[src/rtl/cpu_pkg.sv]
// Shared datapath constants and types for the multicycle CPU.
// The multiplier and divider both size their operands from XLEN.
package cpu_pkg;

    localparam int XLEN      = 32;
    localparam int DIV_ITER  = XLEN;
    localparam int DIV_CNT_W = 6;

    typedef enum logic [1:0] {
        IDLE = 2'd0,
        RUN  = 2'd1,
        FIX  = 2'd2,
        DONE = 2'd3
    } div_state_t;

endpackage

[src/rtl/div_step.sv]
// One restoring-division iteration: shift in a dividend bit, trial-subtract,
// and keep the difference only when it does not go negative.
module div_step #(
    parameter int DATA_W = 32
) (
    input  logic [DATA_W-1:0] rem,
    input  logic              in_bit,
    input  logic [DATA_W-1:0] dvsr,
    output logic [DATA_W-1:0] next_rem,
    output logic              q_bit
);

    logic [DATA_W:0] shifted;
    logic [DATA_W:0] trial;

    // rem stays below dvsr <= 2^(DATA_W-1), so one extra bit is enough
    // for the sign of the trial difference to be exact.
    always_comb begin
        shifted  = {rem, in_bit};
        trial    = shifted - {1'b0, dvsr};
        q_bit    = ~trial[DATA_W];
        next_rem = q_bit ? trial[DATA_W-1:0] : shifted[DATA_W-1:0];
    end

endmodule

[src/rtl/div_seq.sv]
// Sequential signed divider (MIPS DIV semantics): one restoring step per clock,
// remainder to hi, quotient to lo, divide-by-zero flagged in the DONE cycle.
module div_seq
    import cpu_pkg::*;
#(
    parameter int DATA_W = DIV_ITER,
    parameter int CNT_W  = DIV_CNT_W
) (
    input  logic              clk,
    input  logic              reset,
    input  logic              start,
    input  logic [DATA_W-1:0] dividend,
    input  logic [DATA_W-1:0] divisor,
    output logic [DATA_W-1:0] hi,
    output logic [DATA_W-1:0] lo,
    output logic              busy,
    output logic              done,
    output logic              div_zero
);

    div_state_t        state, state_nxt;
    logic [CNT_W-1:0]  cnt;
    logic [DATA_W-1:0] rem;
    logic [DATA_W-1:0] quo;
    logic [DATA_W-1:0] dvsr;
    logic              neg_quo;
    logic              neg_rem;

    logic              accept;
    logic              by_zero;
    logic [DATA_W-1:0] step_rem;
    logic              step_bit;

    function automatic logic [DATA_W-1:0] mag(input logic [DATA_W-1:0] v);
        return v[DATA_W-1] ? (~v + 1'b1) : v;
    endfunction

    div_step #(.DATA_W(DATA_W)) u_step (
        .rem      (rem),
        .in_bit   (quo[DATA_W-1]),
        .dvsr     (dvsr),
        .next_rem (step_rem),
        .q_bit    (step_bit)
    );

    always_ff @(posedge clk or negedge reset) begin
        if (!reset) begin
            state <= IDLE;
        end else begin
            state <= state_nxt;
        end
    end

    // NOTE: every combinational output gets a default first so no path
    // through the case leaves it unassigned and infers a latch.
    always_comb begin
        state_nxt = state;
        accept    = 1'b0;
        by_zero   = (divisor == '0);
        unique case (state)
            IDLE, DONE: begin
                accept = start;
                if (start) begin
                    state_nxt = by_zero ? DONE : RUN;
                end else begin
                    state_nxt = IDLE;
                end
            end
            RUN:     state_nxt = (cnt == '0) ? FIX : RUN;
            FIX:     state_nxt = DONE;
            default: state_nxt = IDLE;
        endcase
    end

    // NOTE: state registers use non-blocking assignments so every register
    // samples the pre-edge values regardless of statement order.
    always_ff @(posedge clk or negedge reset) begin
        if (!reset) begin
            cnt      <= '0;
            rem      <= '0;
            quo      <= '0;
            dvsr     <= '0;
            neg_quo  <= 1'b0;
            neg_rem  <= 1'b0;
            hi       <= '0;
            lo       <= '0;
            busy     <= 1'b0;
            done     <= 1'b0;
            div_zero <= 1'b0;
        end else begin
            busy     <= (state_nxt == RUN) || (state_nxt == FIX);
            done     <= (state_nxt == DONE);
            div_zero <= accept && by_zero;
            unique case (state)
                IDLE, DONE: begin
                    if (accept && !by_zero) begin
                        dvsr    <= mag(divisor);
                        quo     <= mag(dividend);
                        rem     <= '0;
                        neg_quo <= dividend[DATA_W-1] ^ divisor[DATA_W-1];
                        neg_rem <= dividend[DATA_W-1];
                        cnt     <= CNT_W'(DATA_W - 1);
                    end
                end
                RUN: begin
                    rem <= step_rem;
                    quo <= {quo[DATA_W-2:0], step_bit};
                    if (cnt != '0) begin
                        cnt <= cnt - 1'b1;
                    end
                end
                FIX: begin
                    // 0x80000000 / -1 wraps back to 0x80000000 here by design.
                    lo <= neg_quo ? (~quo + 1'b1) : quo;
                    hi <= neg_rem ? (~rem + 1'b1) : rem;
                end
                default: ;
            endcase
        end
    end

endmodule

[config.mk]
export PLATFORM = sky130hd
export DESIGN_NAME = div_seq
export DESIGN_NICKNAME = d
export VERILOG_FILES = /design/src/rtl/cpu_pkg.sv /design/src/rtl/div_step.sv /design/src/rtl/div_seq.sv
export SDC_FILE = /design/constraint.sdc
export NUM_CORES = 1
export LEC_CHECK = 0
export BUFFER_PORTS_ARGS = -buffer_cell sky130_fd_sc_hd__clkbuf_2
export CORE_ASPECT_RATIO = 0.75
export CORE_MARGIN = 4
export CORE_UTILIZATION = 25
export DETAILED_ROUTE_END_ITERATION = 8
export SETUP_SLACK_MARGIN = 0.1
export SLEW_MARGIN = 20
export SYNTH_ARGS = -nofsm -noshare
export SYNTH_HDL_FRONTEND = slang
export SYNTH_SLANG_ARGS = --single-unit
[constraint.sdc]
create_clock -name clk -period 3.7 [get_ports clk]
set_input_delay 0.74 -clock clk [delete_from_list [all_inputs] [get_ports clk]]
set_output_delay 0.74 -clock clk [all_outputs]
set_load 0.01 [all_outputs]
* Word-level counts from Yosys, hierarchy flattened *
Index checks and enable logic that the tools add are counted.

cells by class
  add/subtract/negate cells = 6
  equality and inequality tests = 8
  mux-type cells = 17
  bitwise operators = 6
  reductions and logical operators = 13

operators with widths
  kind                   count
  $mux 32                7
  $add 32x1->32 const B  4
  $not 32->32            4
  $pmux 32 s2            2
  $sub 33x32->33         1
  $logic_not 32->1       1
  $mux 6                 2
  $pmux 6 s2             1
  $eq 2x2->1 const B     4
  $logic_not 6->1        1
  $mux 2                 3
  $pmux 2 s3             1
  $reduce_bool 6->1      1
  $sub 6x1->6 const B    1
  $eq 2x1->1 const B     2
  $ne 2x2->1 const B     2
  $reduce_and 2->1       2
  $reduce_and 3->1       1
  $logic_and 1x1->1      2
  $logic_not 2->1        1
  $reduce_bool 2->1      1
  $reduce_or 2->1        1
  $logic_not 1->1        1
  $logic_or 1x1->1       1
  other kinds (3)        3

word-level totals
  register bits after elaboration = 173
  input port bits = 67
  output and inout bits = 67
  word-level logic and storage cells = 62

* Depth between registers and ports, before layout *
Gate-level depths: netlist of run 1.

  depth after elaboration = 6
  gate-level depth with buffers = 13
  depth with buffers taken out = 12

* Cells and area by module *
From an unflattened synthesis of run 1, not the netlist that was laid out.

second synthesis, totals
  cell total of the unflattened synthesis = 1,337
  area total of the unflattened synthesis = 11,755.0 sq um

modules (own cells, without submodules)
  module    times used  cells each  area an instance (sq um)  sequential area each (sq um)
  div_seq   1           1,028       9,437.8                   4,329.2
  div_step  1           309         2,317.2                   0.0

* Worst setup path after synthesis of run 1 *
OpenSTA, ideal clock, no wires.

  kind = input to register
  start = input port divisor[2]
  end = register cnt[5]
  setup time = 0.136 ns
  arrival = 3.293 ns
  data required time = 3.564 ns
  path slack = 0.271 ns
  stages on the path = 11
  buffers on the path = 2
  cell sequence = or4_1 or4_1 buf_2 or4_4 nand4bb_4 nor2b_4 nor2_4 buf_6 nor4_1 a21oi_1 o21ai_1

between the ends
  cells in the longest elaborated chain, start to end = 5

RTL lines
  element                     line            RTL
  start, declared             div_seq.sv:13   input logic [DATA_W-1:0] divisor,
  $logic_not 32->1            div_seq.sv:59   by_zero = (divisor == '0);
  $logic_not 1->1             div_seq.sv:96   if (accept && !by_zero) begin
  $logic_and 1x1->1           div_seq.sv:96
  $ne 2x2->1 (no line)        -
  $reduce_and 3->1 (no line)  -
  end signal, assigned        div_seq.sv:102  cnt <= CNT_W'(DATA_W - 1);
  end signal, assigned        div_seq.sv:109  cnt <= cnt - 1'b1;
  end, declared               div_seq.sv:22   logic [CNT_W-1:0] cnt;

No other way between the ends.
A chain may end at the register's enable or synchronous reset.

* Final worst setup path of run 1 *
  start = register dvsr[0]
  end = register rem[12]

between the ends
  cells in the longest elaborated chain, start to end = 3

RTL lines
  element                 line            RTL
  start, declared         div_seq.sv:25   logic [DATA_W-1:0] dvsr;
  start signal, assigned  div_seq.sv:97   dvsr <= mag(divisor);
  $sub 33x32->33          div_step.sv:20  trial = shifted - {1'b0, dvsr};
  $mux 32                 div_step.sv:22  next_rem = q_bit ? trial[DATA_W-1:0] : shifted[DATA_W-1:0];
  $pmux 32 s2             div_seq.sv:94   unique case (state)
  end signal, assigned    div_seq.sv:106  rem <= step_rem;
  end, declared           div_seq.sv:23   logic [DATA_W-1:0] rem;

No other way between the ends.

==> results of run 1 <==
## what timing repair did
item	in CTS	in global routing
endpoints found under the setup margin	0	23
gates resized for setup	0	2
hold endpoints to repair	0	0
## sequential cells by signal, indices dropped and copies added, names as in the netlist, 2 cells and up
register	count
rem	32
quo	32
cnt	6
lo	32
dvsr	32
state	2
hi	32
## logic make-up after synthesis
kind of cell | Yosys count
buffers and inverters | 128
multiplexers | 39
adder cells (fa/ha/maj) | 41
flip-flops | 173
AND/OR/NAND/NOR | 411
XOR/XNOR | 147
AO/OA/AOI/OAI | 393
## final timing paths
kind / from / end / slack, ps / depth (start not counted)
setup / recovery: dvsr[0] / rem[12] / 260 / 12
hold / removal: reset / lo[5] / 400 / 1
setup reg to reg: dvsr[0] / rem[12] / 260 / 12
hold reg to reg: dvsr[24] / dvsr[24] / 480 / 2
max in group asynchronous: reset / hi[17] / 2330 / 2
min in group clk: dvsr[24] / dvsr[24] / 480 / 2
## power by group through the flow
stage | clock [µW] | sequential, µW | combinational (µW)
floorplan | 0 | 2910 | 5180
global placement | 0 | 3170 | 6580
detailed placement | 0 | 3190 | 6700
CTS | 1960 | 3160 | 6730
global route | 2050 | 3260 | 7550
finish | 1910 | 3170 | 6740
## layer usage
metal	GRT usage, %	wire length (µm)
met4	2.78	349
met2	19.0	13400
met5	0	23
met1	20.3	16700
met3	2.80	1720
## cell type report
type	instances	area, µm²	area share (%)
antenna	1	2.50	0.0187
clock buffer	20	467	3.49
clock inverter	12	158	1.18
inverter	57	214	1.60
multi-input combinational	1031	6450	48.3
sequential	173	4330	32.4
tap	586	733	5.49
timing repair buffer	165	1000	7.49
## critical path: stages, from the launching register on
cell,delay (ps)
dfrtp_1,430
ha_1,250
fa_1,380
nand2b_1,210
a21oi_2,230
o2111ai_1,180
a31o_2,300
a22oi_1,200
a31oi_1,240
xnor2_4,220
buf_12,260
mux2i_1,290
o22ai_1,110
## synth_stat cells, types with 4 or more instances
master,n,share of area [%]
o31ai_1,39,2.6
nand2_1,163,5.4
a211oi_1,4,0.27
nor4_1,11,0.61
buf_1,6,0.20
nand4_1,5,0.28
and2_1,4,0.22
mux2i_1,36,3.2
buf_6,7,0.70
ha_1,40,4.4
clkbuf_1,47,1.6
a21o_1,9,0.60
xor2_1,102,7.9
or4_1,18,1.2
o21ai_0,86,3.8
nand2b_1,12,0.66
o21a_1,5,0.33
xnor2_1,44,3.4
nor2b_1,8,0.44
dfrtp_1,173,38
a22o_1,5,0.39
nor3_1,9,0.40
nand3_1,19,0.84
nor2_1,128,4.3
buf_2,10,0.44
o21ai_1,56,2.5
o211ai_1,6,0.40
o41ai_1,22,1.7
a31oi_1,5,0.28
inv_1,57,1.9
or3_1,18,1.0
a21oi_1,131,5.8
## metrics by stage
step / area (µm²) / utilization [%] / hold slack, ps / setup slack [ps]
3_5_place_dp: 12700 / 28.5 / 472 / 35.9
6_report: 13400 / 29.9 / 399 / 259
2_1_floorplan: 11300 / - / 444 / 271
3_3_place_gp: 12700 / 28.5 / 465 / 65.6
4_1_cts: 13300 / 29.9 / 427 / 177
5_1_grt: 13400 / 29.9 / 446 / 54.1
==> results.yml, run 1 <==
run_status:
  status: "complete, no violations"
die:
  ios: 134
  start_util_pct: 25.3
  dieArea_um2: 48700
  die_h_um: 192
  rows: 67
  core_um2: 44700
  die_w_um: 253
timing:
  worst_pin_slew_ps: 989
  skew_ps: 10.4
  max_freq_mhz: 291
  setup-violations-final: 0
  fin_crit_sh_pct: 93.0
  period_needed_ps: 3440
  hold_viol: 0
  tns_ps: 0
  maxSlewViolCount: 0
  max-slew-margin-rel_pct: 34.0
  rsz0062_at_grt: "yes"
setup_path:
  cp-start-kind: "register"
  required_ps: 4010
  crit_fanout: 36
  worstSetupPathType: "register to register"
  cp.arrival_ps: 3750
  cp-end-kind: "register"
placed_design:
  gp_congestion: 0.867
  hpwl_mm: 25.4
  dp_cells: 2012
  portBuffers: 133
synthesis:
  synth_fa_ha_area_share_pct: 4.61
  synth_area_per_cell_um2: 8.48
  synth-seq-area-share_pct: 38.3
  synth-simple-area-share_pct: 16.7
  synth_xor_xnor_area_share_pct: 11.5
  synth_edf_count: 0
  syn_nets: 1440
  synth_top_family_by_area: "compound AO/OA/AOI/OAI gates"
  synth-main-ff-cell: "dfrtp_1"
  yosysWarnings: 0
  syn-instance-count: 1332
  muxShareOfSynthArea_pct: 3.49
  synthArstFlopShare_pct: 100
  synth_compound_area_share_pct: 20.6
  synth.cell_area_um2: 11300
  ys_seq_elements: 173
  yosysUniqueCellTypes: 62
layout:
  drive_gt1_share_pct: 14.7
  fill_cells: 4732
  mostFrequentLayoutCell: "dfrtp_1"
  instances_no_fill: 2045
  syn2layout_area_growth_pct: 18.3
  nNetsFinal: 1553
  layout_common_cells: "173 x dfrtp_1, 163 x nand2_1, 132 x clkbuf_2"
detailed_routing:
  drtIter0Drc: 607
  wl_mm: 32.2
  antenna_left: 0
  routedWlPerCell_um: 15.8
  drc_errors: 0
  vias: 9738
  routed_via_density: 4.76
  dr.pass1.iters: 6
clock_network:
  clockBufferDepth: 2
  cts-hold-fix-buffers: 0
  htree_levels: 4
  cts_root_buf: "clkbuf_16"
  cts.sinks: 173
  cts_post_setup_buffers_inserted: 0
  clk_pin_slew_ps: 70
  clock_latency_ps: 430
  cts_made_buffers: 17
  cts_tree: "done"
power_and_ir_drop:
  seqPwrFrac_pct: 26.8
  swShare_pct: 45.8
  vdd_drop_max_mv: 0.520
  internal_power_uw: 6410
  power.total_uw: 11800
  p_per_area_nw_per_um2: 886
  p_sw_uw: 5410
  combPwrFrac_pct: 57.0
  clockPowerShare_pct: 16.1
  p_leak_uw: 0.00607
grt:
  grt_use_total_pct: 13.2
  grt_pass1_wl_mm: 51.9
  antenna_found_initial: 4
  grt.overflow.total: 0
  grt_pass1_vias: 9320
  grt_max_degree: 91
min_path:
  hp-class: "input pin to async pin"
job:
  max_cap_viol_count: 0
No activity file was read; power rests on OpenSTA's default activity.
==> run 2: changes to the inputs <==
- CORE_MARGIN: 4 -> 3
==> run 2 against run 1 <==
Clock power shrank 6%. Maximum frequency down 0.14%. Non-clock buffer count rose by 3. Worst setup slack worse by 4.8 ps. Count of clock-buffer cells in the layout stayed put. Flip-flop and latch count did not move. Total power grew 1.3%. Critical endpoint unchanged. Largest cell class unchanged.
==> results.yml, run 2 (same netlist as run 1, synthesis figures left out) <==
setup_path:
  worstSetupPathType: "register to register"
  cp.arrival_ps: 3750
  cp-end-kind: "register"
  required_ps: 4000
  cp-start-kind: "register"
  crit_fanout: 18
timing:
  tns_ps: 0
  fin_ws_ps: 254
  maxSlewViolCount: 0
  max_freq_mhz: 290
  holdWs_ps: 346
  hold_viol: 0
  worst_pin_slew_ps: 985
  skew_ps: 11.8
  setup-violations-final: 0
  rsz0062_at_grt: "no"
  period_needed_ps: 3450
  fin_crit_sh_pct: 93.1
  max-slew-margin-rel_pct: 34.3
power_and_ir_drop:
  p_leak_uw: 0.00606
  clockPowerShare_pct: 14.9
  p_sw_uw: 5600
  seqPwrFrac_pct: 26.9
  vdd_drop_max_mv: 0.434
  internal_power_uw: 6380
  swShare_pct: 46.7
  power.total_uw: 12000
  combPwrFrac_pct: 58.2
  p_per_area_nw_per_um2: 896
job:
  max_cap_viol_count: 0
clock_network:
  htree_levels: 4
  cts_resized: 0
  clk_pin_slew_ps: 70
  cts-hold-fix-buffers: 0
  cts_post_setup_buffers_inserted: 0
  clockBufferDepth: 2
  clock_latency_ps: 430
  cts_root_buf: "clkbuf_16"
  cts_made_buffers: 17
  cts_tree: "done"
  cts.sinks: 173
die:
  die_h_um: 190
  dieArea_um2: 47800
  core_um2: 44000
  die_w_um: 251
  rows: 66
  ios: 134
  start_util_pct: 25.7
detailed_routing:
  vias: 9717
  routed_via_density: 4.76
  drc_errors: 0
  antenna_left: 0
  routedWlPerCell_um: 16.3
  drtIter0Drc: 703
  wl_mm: 33.2
  dr.pass1.iters: 5
layout:
  nNetsFinal: 1556
  syn2layout_area_growth_pct: 18.4
  drive_gt1_share_pct: 14.6
  fill_cells: 4609
  layout_common_cells: "173 x dfrtp_1, 163 x nand2_1, 132 x clkbuf_2"
  mostFrequentLayoutCell: "dfrtp_1"
min_path:
  hp-class: "input pin to async pin"
placed_design:
  place_ws_ps: 34.3
  hpwl_mm: 25.7
  portBuffers: 133
  gp_congestion: 0.890
grt:
  grt_pass1_wl_mm: 52.5
  grt.overflow.total: 0
  grt_max_degree: 88
  grt_use_total_pct: 13.8
  grt_pass1_vias: 9214
  antenna_found_initial: 2
run_status:
  status: "complete, no violations"
-- run 2: changes by cell type in the layout (fill, tap and decap cells not counted), sizes merged --
| cell | change |
|---|---|
| bufinv | -1 |
| buf | +2 |
| clkinv | -1 |
| diode | +1 |
| clkinvlp | +3 |
| inv | -1 |
| clkbuf | +1 |
-- run 2: final cells by class --
cell class | count | area, µm² | share of cell area [%]
Clock inverter | 12 | 140 | 1.05
Tap cell | 578 | 723 | 5.41
Clock buffer | 20 | 437 | 3.27
Sequential cell | 173 | 4330 | 32.4
Multi-Input combinational cell | 1031 | 6450 | 48.3
Inverter | 57 | 214 | 1.60
Antenna cell | 2 | 5.00 | 0.0374
Timing Repair Buffer | 168 | 1060 | 7.97
-- run 2: worst paths after layout --
kind | to | slack, ps | start | cells past startpoint
max in group asynchronous | rem[4] | 2550 | reset | 2
worst min-delay path | busy | 350 | reset | 1
worst max-delay path | rem[12] | 250 | dvsr[0] | 12
worst max register to register | rem[12] | 250 | dvsr[0] | 12
worst min register to register | dvsr[27] | 480 | dvsr[27] | 2
min in group clk | dvsr[27] | 480 | dvsr[27] | 2
-- run 2: per-layer routing --
layer / part of all wire, % / GRT usage (%) / up-vias
met2: 41 / 19.6 / 199
met3: 4.5 / 2.53 / 28
met5: 0 / 0 / -
met4: 1.6 / 3.52 / 0
met1: 53 / 21.2 / 4563
li1: - / - / 4927
-- run 2: power groups by stage --
| stage | registers [µW] | clock network (µW) | logic [µW] |
|---|---|---|---|
| floorplan | 2910 | 0 | 5180 |
| global placement | 3210 | 0 | 6660 |
| detailed placement | 3230 | 0 | 6770 |
| CTS | 3190 | 1830 | 6820 |
| global route | 3320 | 1890 | 7780 |
| finish | 3220 | 1790 | 6970 |
-- run 2: through the flow --
stage	util (%)	std cells	instance area, µm²
after floorplan	-	1332	11300
after global placement	29.0	2006	12700
after detailed placement	29.0	2006	12700
after CTS	30.3	2038	13300
after global routing	30.4	2040	13400
final	30.4	2041	13400
-- run 2: critical path, stage by stage, from the launching register on --
cell and delay, ps:
dfrtp_1 440, ha_1 250, fa_1 400, nand2b_1 210
a21oi_2 220, o2111ai_1 190, a31o_2 310, a22oi_1 220
a31oi_2 210, xnor2_4 260, buf_12 210, mux2i_1 260
o22ai_1 130
==> run 3: changes to the inputs <==
- clock period: 3.7 -> 2.8 ns (I/O delays scaled with it)
==> run 3 against run 2 <==
The run now ends with negative setup slack left. Clock power is 41% higher. Clock skew is 4.8 ps higher. Register-to-register slack worse by 460 ps. Final cell count is 11% higher. Design area is 24% higher. Count of clock-buffer cells in the layout is 3 lower. Largest cell class unchanged. Largest power group unchanged.
==> results.yml, run 3 (same netlist as run 1, synthesis figures left out) <==
run_status:
  status: "finished with violations"
  violations: "negative setup slack"
clock_network:
  cts.sinks: 173
  cts_root_buf: "clkbuf_16"
  clockBufferDepth: 2
  cts_tree: "done"
  cts-hold-fix-buffers: 0
  clock_latency_ps: 450
  htree_levels: 4
  cts_made_buffers: 17
  clk_pin_slew_ps: 80
timing:
  period_needed_ps: 3020
  setup-violations-final: 79
  max-slew-margin-rel_pct: 15.9
  fin_crit_sh_pct: 108
  skew_ps: 16.7
  tns_ps: -11540
  fin_ws_ps: -222
  rsz0062_at_grt: "yes"
  worst_pin_slew_ps: 1260
  hold_viol: 0
  maxSlewViolCount: 0
  max_freq_mhz: 331
layout:
  fill_cells: 4300
  mostFrequentLayoutCell: "buf_4"
  syn2layout_area_growth_pct: 46.6
  layout_common_cells: "211 x buf_4, 170 x dfrtp_1, 130 x clkbuf_2"
  nNetsFinal: 1784
  diodes: 0
  drive_gt1_share_pct: 36.2
  instances_no_fill: 2267
  final_core_util_pct: 37.6
setup_path:
  r2r-end: "rem[30]"
  slowest_delay_ps: 550
  cp-end-kind: "register"
  r2r_cells: 13
  crit_fanout: 5
  path_delay_family: "simple AND/OR/NAND/NOR gates"
  critPathMostFrequentCell: "or4_4"
  cp-start-kind: "input pin"
  reg2reg_from: "dvsr[0]"
  cp_num_buf_inv: 4
  rrSetupSlack_ps: -210
  crit_chain: "buf_6 > or4_4 > or4_4 > or4_4 > nand4bb_4 > nor2b_4 > nor2_4 > buf_6 > buf_16 > buf_4 > nand2_1 > o21ai_1"
  worstSetupPathType: "input pin to register"
  required_ps: 3160
  cp-startpoint: "divisor[2]"
  slowest_stage: "or4_4"
  cp.arrival_ps: 3380
  cp.depth: 12
  endpoint: "rem[9]"
min_path:
  hp-class: "input pin to async pin"
grt:
  grt_pass1_wl_mm: 57.4
  grt.overflow.total: 0
  antenna_found_initial: 0
  grt_max_degree: 73
  grt_use_total_pct: 15.1
  grt_pass1_vias: 10300
placed_design:
  gp_congestion: 0.868
  hpwl_mm: 27.6
  dp_cells: 2190
  portBuffers: 133
  place_ws_ps: -618
die:
  core_um2: 44000
  start_util_pct: 25.7
  ios: 134
  die_w_um: 251
  die_h_um: 190
  dieArea_um2: 47800
  rows: 66
power_and_ir_drop:
  p_leak_uw: 0.00767
  p_per_area_nw_per_um2: 1240
  power.total_uw: 20500
  vdd_drop_max_mv: 0.616
detailed_routing:
  routed_via_density: 4.84
  vias: 11000
  wl_mm: 37.9
  drtIter0Drc: 821
  routedWlPerCell_um: 16.7
  antenna_left: 0
  dr.pass1.iters: 5
  drc_errors: 0
job:
  max_cap_viol_count: 0
-- run 3: cell types whose count changed in the layout (fill, tap and decap cells not counted), sizes merged --
cell	change
clkbuf	+1
clkinv	+2
buf	+224
diode	-2
clkinvlp	-5
inv	+6
-- run 3: worst min-delay path by stage --
| stage | end | slack [ps] | depth (start not counted) | start |
|---|---|---|---|---|
| 6_report | done | 120 | 1 | reset |
| 5_1_grt | done | 170 | 1 | reset |
| 4_1_cts | done | 150 | 1 | reset |
| 3_5_place_dp | dvsr[27] | 470 | 2 | dvsr[27] |
| 3_3_place_gp | dvsr[19] | 470 | 2 | dvsr[19] |
| 2_1_floorplan | busy | 260 | 0 | reset |
-- run 3: timing repair --
action / in CTS / in global routing
pin swaps: 41 / 74
setup endpoints to repair: 89 / 117
cloned: 10 / 10
resized for setup: 94 / 176
buffers inserted: 13 / 14
-- run 3: cell type report --
| cell class | instances | area (µm²) | area share (%) |
|---|---|---|---|
| clock inverters | 15 | 196 | 1.19 |
| repair buffers | 396 | 3230 | 19.5 |
| flip-flops and latches | 173 | 4330 | 26.2 |
| well taps | 578 | 723 | 4.37 |
| multi-input cells | 1031 | 7430 | 44.9 |
| clock buffers | 17 | 425 | 2.57 |
| inverters | 57 | 214 | 1.29 |
-- run 3: per-stage QoR --
step / area (µm²) / hold WS, ps
after detailed placement: 14200 / 472
after CTS: 15600 / 149
after floorplan: 11400 / 264
final: 16500 / 124
after global routing: 16500 / 168
after global placement: 14200 / 467
-- run 3: layer usage --
layer  part of all wire, %  track usage, %  wire length, µm
met5                     0               0                0
met4                   1.3            3.52              500
met3                   5.4            2.38             2050
met2                    43            22.1            16200
met1                    51            23.1            19100
-- run 3: where the power goes --
group / internal (µW) / switching [µW]
clock: 1370 / 1160
sequential: 3220 / 908
combinational: 6780 / 7080
